`src/rtl/addsub_pkg.sv`:
```
// Shared constants for the AddSub accumulator front-end: op codes, FSM
// state encodings and default widths.
package addsub_pkg;

  localparam int WIDTH_DEF = 8;
  localparam int CNT_W_DEF = 8;

  localparam logic [1:0] OP_LOAD  = 2'b00;
  localparam logic [1:0] OP_ADD   = 2'b01;
  localparam logic [1:0] OP_SUB   = 2'b10;
  localparam logic [1:0] OP_CLEAR = 2'b11;

  localparam logic [1:0] ST_IDLE = 2'd0;
  localparam logic [1:0] ST_EXEC = 2'd1;
  localparam logic [1:0] ST_RESP = 2'd2;

  function automatic logic counts_as_op(input logic [1:0] op);
    return (op != OP_CLEAR);
  endfunction

endpackage

```
`src/rtl/addsub_accum_ctrl_if.sv`:
```
// Bundle of the request, response and AddSub-side signals of the
// accumulator controller; slave is the controller, master its environment.
interface addsub_accum_ctrl_if #(
  parameter int WIDTH = 8,
  parameter int CNT_W = 8
);

  logic             in_valid;
  logic             in_ready;
  logic [1:0]       in_op;
  logic [WIDTH-1:0] in_data;

  logic [WIDTH-1:0] as_a;
  logic [WIDTH-1:0] as_b;
  logic             as_ci;
  logic [WIDTH-1:0] as_sd;
  logic             as_co;
  logic             as_err;

  logic             out_valid;
  logic             out_ready;
  logic [WIDTH-1:0] acc;
  logic             carry;
  logic             overflow;
  logic             sticky_err;
  logic [CNT_W-1:0] op_count;

  modport slave (
    input  in_valid, in_op, in_data, out_ready, as_sd, as_co, as_err,
    output in_ready, as_a, as_b, as_ci, out_valid, acc, carry, overflow,
           sticky_err, op_count
  );

  modport master (
    output in_valid, in_op, in_data, out_ready, as_sd, as_co, as_err,
    input  in_ready, as_a, as_b, as_ci, out_valid, acc, carry, overflow,
           sticky_err, op_count
  );

endinterface

```
`src/rtl/addsub_accum_ctrl_sat_counter.sv`:
```
// Saturating up-counter with synchronous clear; clear wins over increment.
module sat_counter #(
  parameter int W = 8
) (
  input  logic         clk,
  input  logic         rst_n,
  input  logic         clr,
  input  logic         inc,
  output logic [W-1:0] count
);

  logic [W-1:0] count_d;
  logic [W-1:0] count_q;

  always_comb begin
    count_d = count_q;
    if (clr) begin
      count_d = '0;
    end else if (inc && (count_q != '1)) begin
      count_d = count_q + W'(1);
    end
  end

  always_ff @(posedge clk or negedge rst_n) begin
    if (!rst_n) begin
      count_q <= '0;
    end else begin
      count_q <= count_d;
    end
  end

  assign count = count_q;

endmodule

```
`src/rtl/addsub_accum_ctrl.sv`:
```
// Sequential front-end for the external combinational AddSub: accepts an op,
// drives the adder from registers for one EXEC cycle, then holds the result.
module addsub_accum_ctrl
  import addsub_pkg::*;
#(
  parameter int WIDTH = WIDTH_DEF,
  parameter int CNT_W = CNT_W_DEF
) (
  input logic                 clk,
  input logic                 rst_n,
  addsub_accum_ctrl_if.slave  bus
);

  logic [1:0]       state_d, state_q;
  logic [1:0]       op_d, op_q;
  logic [WIDTH-1:0] b_d, b_q;
  logic             ci_d, ci_q;
  logic [WIDTH-1:0] acc_d, acc_q;
  logic             carry_d, carry_q;
  logic             ovf_d, ovf_q;
  logic             sticky_d, sticky_q;
  logic             cnt_inc;
  logic             cnt_clr;

  always_comb begin
    state_d  = state_q;
    op_d     = op_q;
    b_d      = b_q;
    ci_d     = ci_q;
    acc_d    = acc_q;
    carry_d  = carry_q;
    ovf_d    = ovf_q;
    sticky_d = sticky_q;
    cnt_inc  = 1'b0;
    cnt_clr  = 1'b0;
    case (state_q)
      ST_IDLE: begin
        if (bus.in_valid) begin
          op_d    = bus.in_op;
          b_d     = bus.in_data;
          // Subtract select is registered so as_ci has no path from in_op.
          ci_d    = (bus.in_op == OP_SUB);
          state_d = ST_EXEC;
        end
      end
      ST_EXEC: begin
        case (op_q)
          OP_LOAD: begin
            acc_d   = b_q;
            carry_d = 1'b0;
            ovf_d   = 1'b0;
          end
          OP_ADD, OP_SUB: begin
            acc_d    = bus.as_sd;
            carry_d  = bus.as_co;
            ovf_d    = bus.as_err;
            sticky_d = sticky_q | bus.as_err;
          end
          default: begin
            acc_d    = '0;
            carry_d  = 1'b0;
            ovf_d    = 1'b0;
            sticky_d = 1'b0;
          end
        endcase
        cnt_inc = counts_as_op(op_q);
        cnt_clr = !counts_as_op(op_q);
        state_d = ST_RESP;
      end
      ST_RESP: begin
        if (bus.out_ready) begin
          state_d = ST_IDLE;
        end
      end
      default: state_d = ST_IDLE;
    endcase
  end

  always_ff @(posedge clk or negedge rst_n) begin
    if (!rst_n) begin
      state_q  <= ST_IDLE;
      op_q     <= OP_LOAD;
      b_q      <= '0;
      ci_q     <= 1'b0;
      acc_q    <= '0;
      carry_q  <= 1'b0;
      ovf_q    <= 1'b0;
      sticky_q <= 1'b0;
    end else begin
      state_q  <= state_d;
      op_q     <= op_d;
      b_q      <= b_d;
      ci_q     <= ci_d;
      acc_q    <= acc_d;
      carry_q  <= carry_d;
      ovf_q    <= ovf_d;
      sticky_q <= sticky_d;
    end
  end

  sat_counter #(.W(CNT_W)) u_op_count (
    .clk   (clk),
    .rst_n (rst_n),
    .clr   (cnt_clr),
    .inc   (cnt_inc),
    .count (bus.op_count)
  );

  assign bus.in_ready   = (state_q == ST_IDLE);
  assign bus.out_valid  = (state_q == ST_RESP);
  assign bus.as_a       = acc_q;
  assign bus.as_b       = b_q;
  assign bus.as_ci      = ci_q;
  assign bus.acc        = acc_q;
  assign bus.carry      = carry_q;
  assign bus.overflow   = ovf_q;
  assign bus.sticky_err = sticky_q;

endmodule

```
`src/flat_wrapper.sv`:
```
// flat-port wrapper written by rule: the top's interface ports become plain ports
module addsub_accum_ctrl_flat import addsub_pkg::*;
#(
  parameter int WIDTH = WIDTH_DEF,
  parameter int CNT_W = CNT_W_DEF
)
  (clk, rst_n, bus_in_valid, bus_in_op, bus_in_data, bus_out_ready, bus_as_sd, bus_as_co, bus_as_err, bus_in_ready, bus_as_a, bus_as_b, bus_as_ci, bus_out_valid, bus_acc, bus_carry, bus_overflow, bus_sticky_err, bus_op_count);
  addsub_accum_ctrl_if #(.WIDTH(WIDTH), .CNT_W(CNT_W)) bus_i ();
  input logic clk;
  input logic rst_n;
  input wire logic [$bits(bus_i.in_valid)-1:0] bus_in_valid;
  input wire logic [$bits(bus_i.in_op)-1:0] bus_in_op;
  input wire logic [$bits(bus_i.in_data)-1:0] bus_in_data;
  input wire logic [$bits(bus_i.out_ready)-1:0] bus_out_ready;
  input wire logic [$bits(bus_i.as_sd)-1:0] bus_as_sd;
  input wire logic [$bits(bus_i.as_co)-1:0] bus_as_co;
  input wire logic [$bits(bus_i.as_err)-1:0] bus_as_err;
  output wire logic [$bits(bus_i.in_ready)-1:0] bus_in_ready;
  output wire logic [$bits(bus_i.as_a)-1:0] bus_as_a;
  output wire logic [$bits(bus_i.as_b)-1:0] bus_as_b;
  output wire logic [$bits(bus_i.as_ci)-1:0] bus_as_ci;
  output wire logic [$bits(bus_i.out_valid)-1:0] bus_out_valid;
  output wire logic [$bits(bus_i.acc)-1:0] bus_acc;
  output wire logic [$bits(bus_i.carry)-1:0] bus_carry;
  output wire logic [$bits(bus_i.overflow)-1:0] bus_overflow;
  output wire logic [$bits(bus_i.sticky_err)-1:0] bus_sticky_err;
  output wire logic [$bits(bus_i.op_count)-1:0] bus_op_count;
  assign bus_i.in_valid = bus_in_valid;
  assign bus_i.in_op = bus_in_op;
  assign bus_i.in_data = bus_in_data;
  assign bus_i.out_ready = bus_out_ready;
  assign bus_i.as_sd = bus_as_sd;
  assign bus_i.as_co = bus_as_co;
  assign bus_i.as_err = bus_as_err;
  assign bus_in_ready = bus_i.in_ready;
  assign bus_as_a = bus_i.as_a;
  assign bus_as_b = bus_i.as_b;
  assign bus_as_ci = bus_i.as_ci;
  assign bus_out_valid = bus_i.out_valid;
  assign bus_acc = bus_i.acc;
  assign bus_carry = bus_i.carry;
  assign bus_overflow = bus_i.overflow;
  assign bus_sticky_err = bus_i.sticky_err;
  assign bus_op_count = bus_i.op_count;
  addsub_accum_ctrl #(.WIDTH(WIDTH), .CNT_W(CNT_W)) u_core (.clk(clk), .rst_n(rst_n), .bus(bus_i));
endmodule
```
`config.mk`:
```
export PLATFORM = sky130hd
export DESIGN_NAME = addsub_accum_ctrl_flat
export DESIGN_NICKNAME = d
export VERILOG_FILES = /design/src/rtl/addsub_pkg.sv /design/src/rtl/addsub_accum_ctrl_if.sv /design/src/rtl/addsub_accum_ctrl_sat_counter.sv /design/src/rtl/addsub_accum_ctrl.sv /design/src/flat_wrapper.sv
export SDC_FILE = /design/constraint.sdc
export NUM_CORES = 1
export LEC_CHECK = 0
export BUFFER_PORTS_ARGS = -buffer_cell sky130_fd_sc_hd__buf_2
export CORE_ASPECT_RATIO = 0.6
export CORE_MARGIN = 5
export CORE_UTILIZATION = 30
export CTS_CLUSTER_DIAMETER = 50
export DETAILED_ROUTE_END_ITERATION = 8
export HOLD_SLACK_MARGIN = 0.1
export PLACE_DENSITY = 0.55
export SLEW_MARGIN = 20
export SYNTH_ARGS = -nofsm -noshare
export SYNTH_HDL_FRONTEND = slang
export SYNTH_SLANG_ARGS = --single-unit
```
`constraint.sdc`:
```
create_clock -name clk -period 1.8 [get_ports clk]
set_input_delay 0.36 -clock clk [delete_from_list [all_inputs] [get_ports clk]]
set_output_delay 0.36 -clock clk [all_outputs]
set_load 0.01 [all_outputs]
```
== Yosys cells after proc, flatten, opt, wreduce, memory -nomap -nowiden ==
Cells that the tools add are included.

* Flip-flop bits (word level): 32
* Input port bits: 24
* Output and inout bits: 38

* Add/subtract/negate cells: 1
* Equal/unequal tests: 9
* Muxes and demuxes: 11
* Bitwise operators: 2
* Reduce and logical (&&, ||, !) cells: 9

{| class="wikitable"
|+ Operators with widths
! operator !! number
|-
| 2-to-1 mux 8 bit || 2
|-
| case mux 8 bit (2 select lines) || 1
|-
| adder 8 x 1 -> 8 bit, second input constant || 1
|-
| != test 8 bit, second input constant || 1
|-
| equality test 2 bit, second input constant || 3
|-
| != test 2 bit, second input constant || 3
|-
| case mux 2 bit (3 select lines) || 1
|-
| AND reduction 2 bit || 3
|-
| equality test 2 x 1 -> 1 bit, second input constant || 2
|-
| logical NOT 2 bit || 2
|-
| 2-to-1 mux 1 bit || 4
|-
| 2-to-1 mux 2 bit || 2
|-
| case mux 1 bit (2 select lines) || 1
|-
| nonzero test 2 bit || 1
|-
| OR reduction 2 bit || 1
|-
| logical AND 1 bit || 1
|-
| logical NOT 1 bit || 1
|-
| inverter 1 bit || 1
|-
| bitwise OR 1 bit || 1
|}

== Depth between registers and ports, before layout ==
* Word-level depth: 5
* Mapped depth: 5

== By module ==
Synthesis repeated with hierarchy kept, for this count alone.

* Cells, all modules: 138
* Area, all modules: 1635.3 um2

{| class="wikitable"
|+ By module, submodules not included
! module !! times used !! cells each !! area an instance (um2) !! sequential area each (um2)
|-
| addsub_accum_ctrl || 1 || 89 || 1171.1 || 600.6
|-
| sat_counter || 1 || 49 || 464.2 || 200.2
|}

== Worst setup path before layout ==
No wires, ideal clock.

* Path kind: reg-to-reg
* From: register u_core.u_op_count.count_q[0] (netlist: u_core.u_op_count.count[0])
* To: register u_core.u_op_count.count_q[0] (netlist: u_core.u_op_count.count[0])
* Arrival: 1.492 ns
* Data required time: 1.675 ns
* Setup slack: 0.183 ns
* Cell stages (with the launch flop): 5
* Clock period less this slack: 1.617 ns
* Path through: dfrtp_1 > ha_1 > and2_1 > a41oi_1 > mux2_2

* Word-level cells in the longest chain between the ends: 3
* Elaborated cells between the ends (all ways): 6
* Classes of those cells: 1 x add/sub; 1 x eq/ne; 2 x mux; 2 x reduce/logical

{| class="wikitable"
|+ Ends and longest elaborated chain
! what !! line !! text
|-
| start: declaration || addsub_accum_ctrl_sat_counter.sv:13 || <nowiki>logic [W-1:0] count_q;</nowiki>
|-
| start signal: assignment || addsub_accum_ctrl_sat_counter.sv:28 || <nowiki>count_q <= count_d;</nowiki>
|-
| adder 8 x 1 -> 8 bit / != test 8 bit (equally long branches) || addsub_accum_ctrl_sat_counter.sv:20, addsub_accum_ctrl_sat_counter.sv:19 ||
|-
| 2-to-1 mux 8 bit / logical AND 1 bit (equally long branches) || addsub_accum_ctrl_sat_counter.sv:19 || <nowiki>end else if (inc && (count_q != '1)) begin</nowiki>
|-
| 2-to-1 mux 8 bit / nonzero test 2 bit (equally long branches) || - ||
|}

Parallel ways exist; a longest one is shown, timed or not. The select of a mux whose other input is x is not followed.
A chain may end at the register's enable or synchronous reset.

== Final worst setup path ==
Ends and elaborated chain as after synthesis.

==> summary.txt <==
STA
  • Fin. Hold Viols: 0
  • Worst-margin pin slew: 0.431 ns
  • Final Skew: 0.00684 ns
  • # setup viols final: 0
  • Slew headroom: 0.713
  • Final period util: 0.914
  • Setup TNS: 0 ns
  • RSZ-0062 raised after global routing: false
  • Final Max Slew Viols: 0
  • Hold Slack: 0.286 ns
  • Final Critical Period: 1.65 ns
  • Peak Freq: 608 MHz

Synth
  • Synth Area in Adders: 0.0244
  • Area contributors post-synth: dfrtp_1, mux2_2, a22oi_1
  • Post-synth cell types: 34
  • Synth warn: 0
  • Synth Area in XOR/XNOR: 0
  • Post-synth top area cell: dfrtp_1
  • Register bit count reported by yosys: 32
  • Post-synth top flop: dfrtp_1
  • Share of the synthesized area in the top cell type: 0.521
  • Ys async rst share: 1.00
  • Synthesized area per cell: 10.5 sq um
  • Cells after synthesis: 146
  • Syn nets: 173
  • Main combinational cell family by area after synthesis: simple AND/OR/NAND/NOR gates
  • Mapped cell area: 1540 sq um
  • Seq/Total Area, Yosys: 0.521
  • Mux cell area share after synthesis: 0.0732
  • Compound-Gate Fraction of Synth Area: 0.146
  • Post-Synth Simple-Gate Area: 0.155
  • Number of synthesized flops with an enable pin: 0

Global route
  • First-pass GRT wire length: 6.76 mm
  • Gr ovfl total: 0
  • Initial antenna violation count: 0
  • Largest net degree at the start of global routing: 18
  • Total GRT Usage: 0.132
  • Vias in the first global route: 1,303

Clocking
  • H-tree Lvls: 2
  • CTS Buf Count: 5
  • Deepest clock path buffer count: 2
  • CTS tree: built
  • Clk sinks: 32
  • CTS root buf: clkbuf_8
  • Skew-Pair Late Insertion Delay: 0.28 ns
  • Worst-path clk slew: 0.07 ns

Critical path
  • Worst Setup Path Type: reg -> reg
  • Critical Path AT: 1.81 ns
  • CP endpoint kind: flop
  • WP data required: 1.96 ns
  • Worst Setup Start Kind: flop
  • Crit Path Max Fanout: 6
  • Flop-to-flop setup slack: 0.15 ns

Routing
  • Post-route ant nets: 0
  • Per-cell routed wire length: 15.2 um
  • DR vias: 1,328
  • DRT iter0 DRCs: 33
  • Drt total wl: 4.14 mm
  • Routed vias/inst: 4.86
  • Remaining DRCs: 0
  • Iteration count of the initial detailed-routing pass: 4

Floorplanning
  • Core area: 5000 sq um
  • I/O Pins: 62
  • FP Rows: 20
  • Chip Width: 102 um
  • Die height: 65.5 um
  • Initial core utilization: 0.307
  • Die area: 6700 sq um

Power and ir drop
  • Pleak: 0.984 nW
  • Power density over the cells: 1750 nW/um^2
  • VDD IR max: 633 uV

Place
  • Post-detail-place hpwl: 3.22 mm
  • Placed cell area: 1900 sq um
  • Routability Congestion: 0.767
  • IO Port Bufs: 61

Cells and area
  • Post-layout nets: 234
  • Layout cells sized above 1: 0.420
  • Ant. Diodes: 0
  • Final Cell Area: 2010 sq um
  • Area Growth Syn to Fin: 30.8%
  • Fill cell count: 525

Outcome
  • Status: finished clean

Min path
  • Class of the worst hold path: in -> reg

Run
  • Max-cap violations: 0
## worst max-delay path, stage by stage (launching register included)
cell,delay [ns]
dfrtp_1,0.44
ha_1,0.28
and2_1,0.18
a41oi_2,0.26
mux2_2,0.37
## worst paths after layout
path,start,to,depth (start not counted)
setup / recovery,u_core.u_op_count.count[0],u_core.u_op_count.count[0],4
hold / removal,bus_out_ready,u_core.state_q[1],2
setup reg to reg,u_core.u_op_count.count[0],u_core.u_op_count.count[0],4
hold reg to reg,u_core.bus.carry,u_core.bus.carry,2
max in group asynchronous,rst_n,u_core.bus.acc[0],3
min in group asynchronous,rst_n,u_core.state_q[0],2
## power by group
part / internal [mW] / switching (mW) / total, mW / leakage [nW]
Sequential: 1.03 / 0.278 / 1.31 / 0.393
Combinational: 0.726 / 0.888 / 1.61 / 0.541
Clock: 0.340 / 0.256 / 0.596 / 0.0503
Total: 2.09 / 1.42 / 3.52 / 0.984
## flip-flops by register name, summed over array words and instances (netlist names)
register and count:
u_core.bus.acc 8, u_core.bus.as_b 8, u_core.u_op_count.count 8, u_core.op_q 2, u_core.state_q 2, u_core.bus.as_ci 1, u_core.bus.carry 1, u_core.bus.overflow 1
u_core.bus.sticky_err 1
## placed cells by master, fill, tap and decap left out, types with 2 or more instances in the layout
master,instances
buf_4,6
or4_1,2
nand4_1,3
nand2b_1,2
o21ai_0,12
dfrtp_1,32
a22oi_1,9
inv_1,8
clkbuf_8,7
nand2_1,18
nor2_1,2
nand3b_1,2
o211ai_1,2
nand3_1,6
mux2_2,10
a211oi_1,2
ha_1,3
buf_2,61
nor2b_1,3
## through the flow
stage	utilization	power, mW	std cells	setup slack [ns]
global route	0.402	3.82	273	0.0976
CTS	0.400	3.55	273	0.0370
finish	0.402	3.52	273	0.155
detailed placement	0.379	2.95	265	0.0462
floorplan	-	2.34	146	0.183
global placement	0.379	2.94	265	0.109
## cells by family after synthesis
group / count (synthesis)
buffers and inverters: 23
muxes: 10
and+or+nand+nor: 45
DFF: 32
AOI/OAI and AO/OA: 33
adders and majority gates: 3
## synth_stat cells (2+ instances only)
cell	number
nor2_1	2
inv_1	8
a41oi_1	2
nand2b_1	2
ha_1	3
mux2_2	10
a22oi_1	9
dfrtp_1	32
nand3b_1	2
buf_4	9
a211oi_1	2
clkbuf_1	3
nand3_1	6
o211ai_1	2
buf_2	2
o21ai_0	12
nor2b_1	3
nand4_1	3
nand2_1	18
or4_1	2
## cell type report
type	instances	area, sq um	share of cell area
multi-input cells	91	621	0.309
clock buffers	7	96.3	0.0479
inverters	8	30.0	0.0149
well taps	66	82.6	0.0411
flip-flops and latches	32	801	0.398
repair buffers	69	380	0.189
## layer usage
layer	vias up	track usage	part of all wire
li1	640	-	-
met1	641	0.187	0.49
met2	47	0.190	0.41
met3	0	0.0520	0.092
met4	0	0.0245	0
met5	-	0	0
## what timing repair did
action / in CTS / in global routing
endpoints found under the setup margin: 0 / 2
setup buffers: 0 / 0
hold buffers: 1 / 0
gates resized for setup: 0 / 1
endpoints found under the hold margin: 16 / 0
No activity file was read; power rests on OpenSTA's default activity.
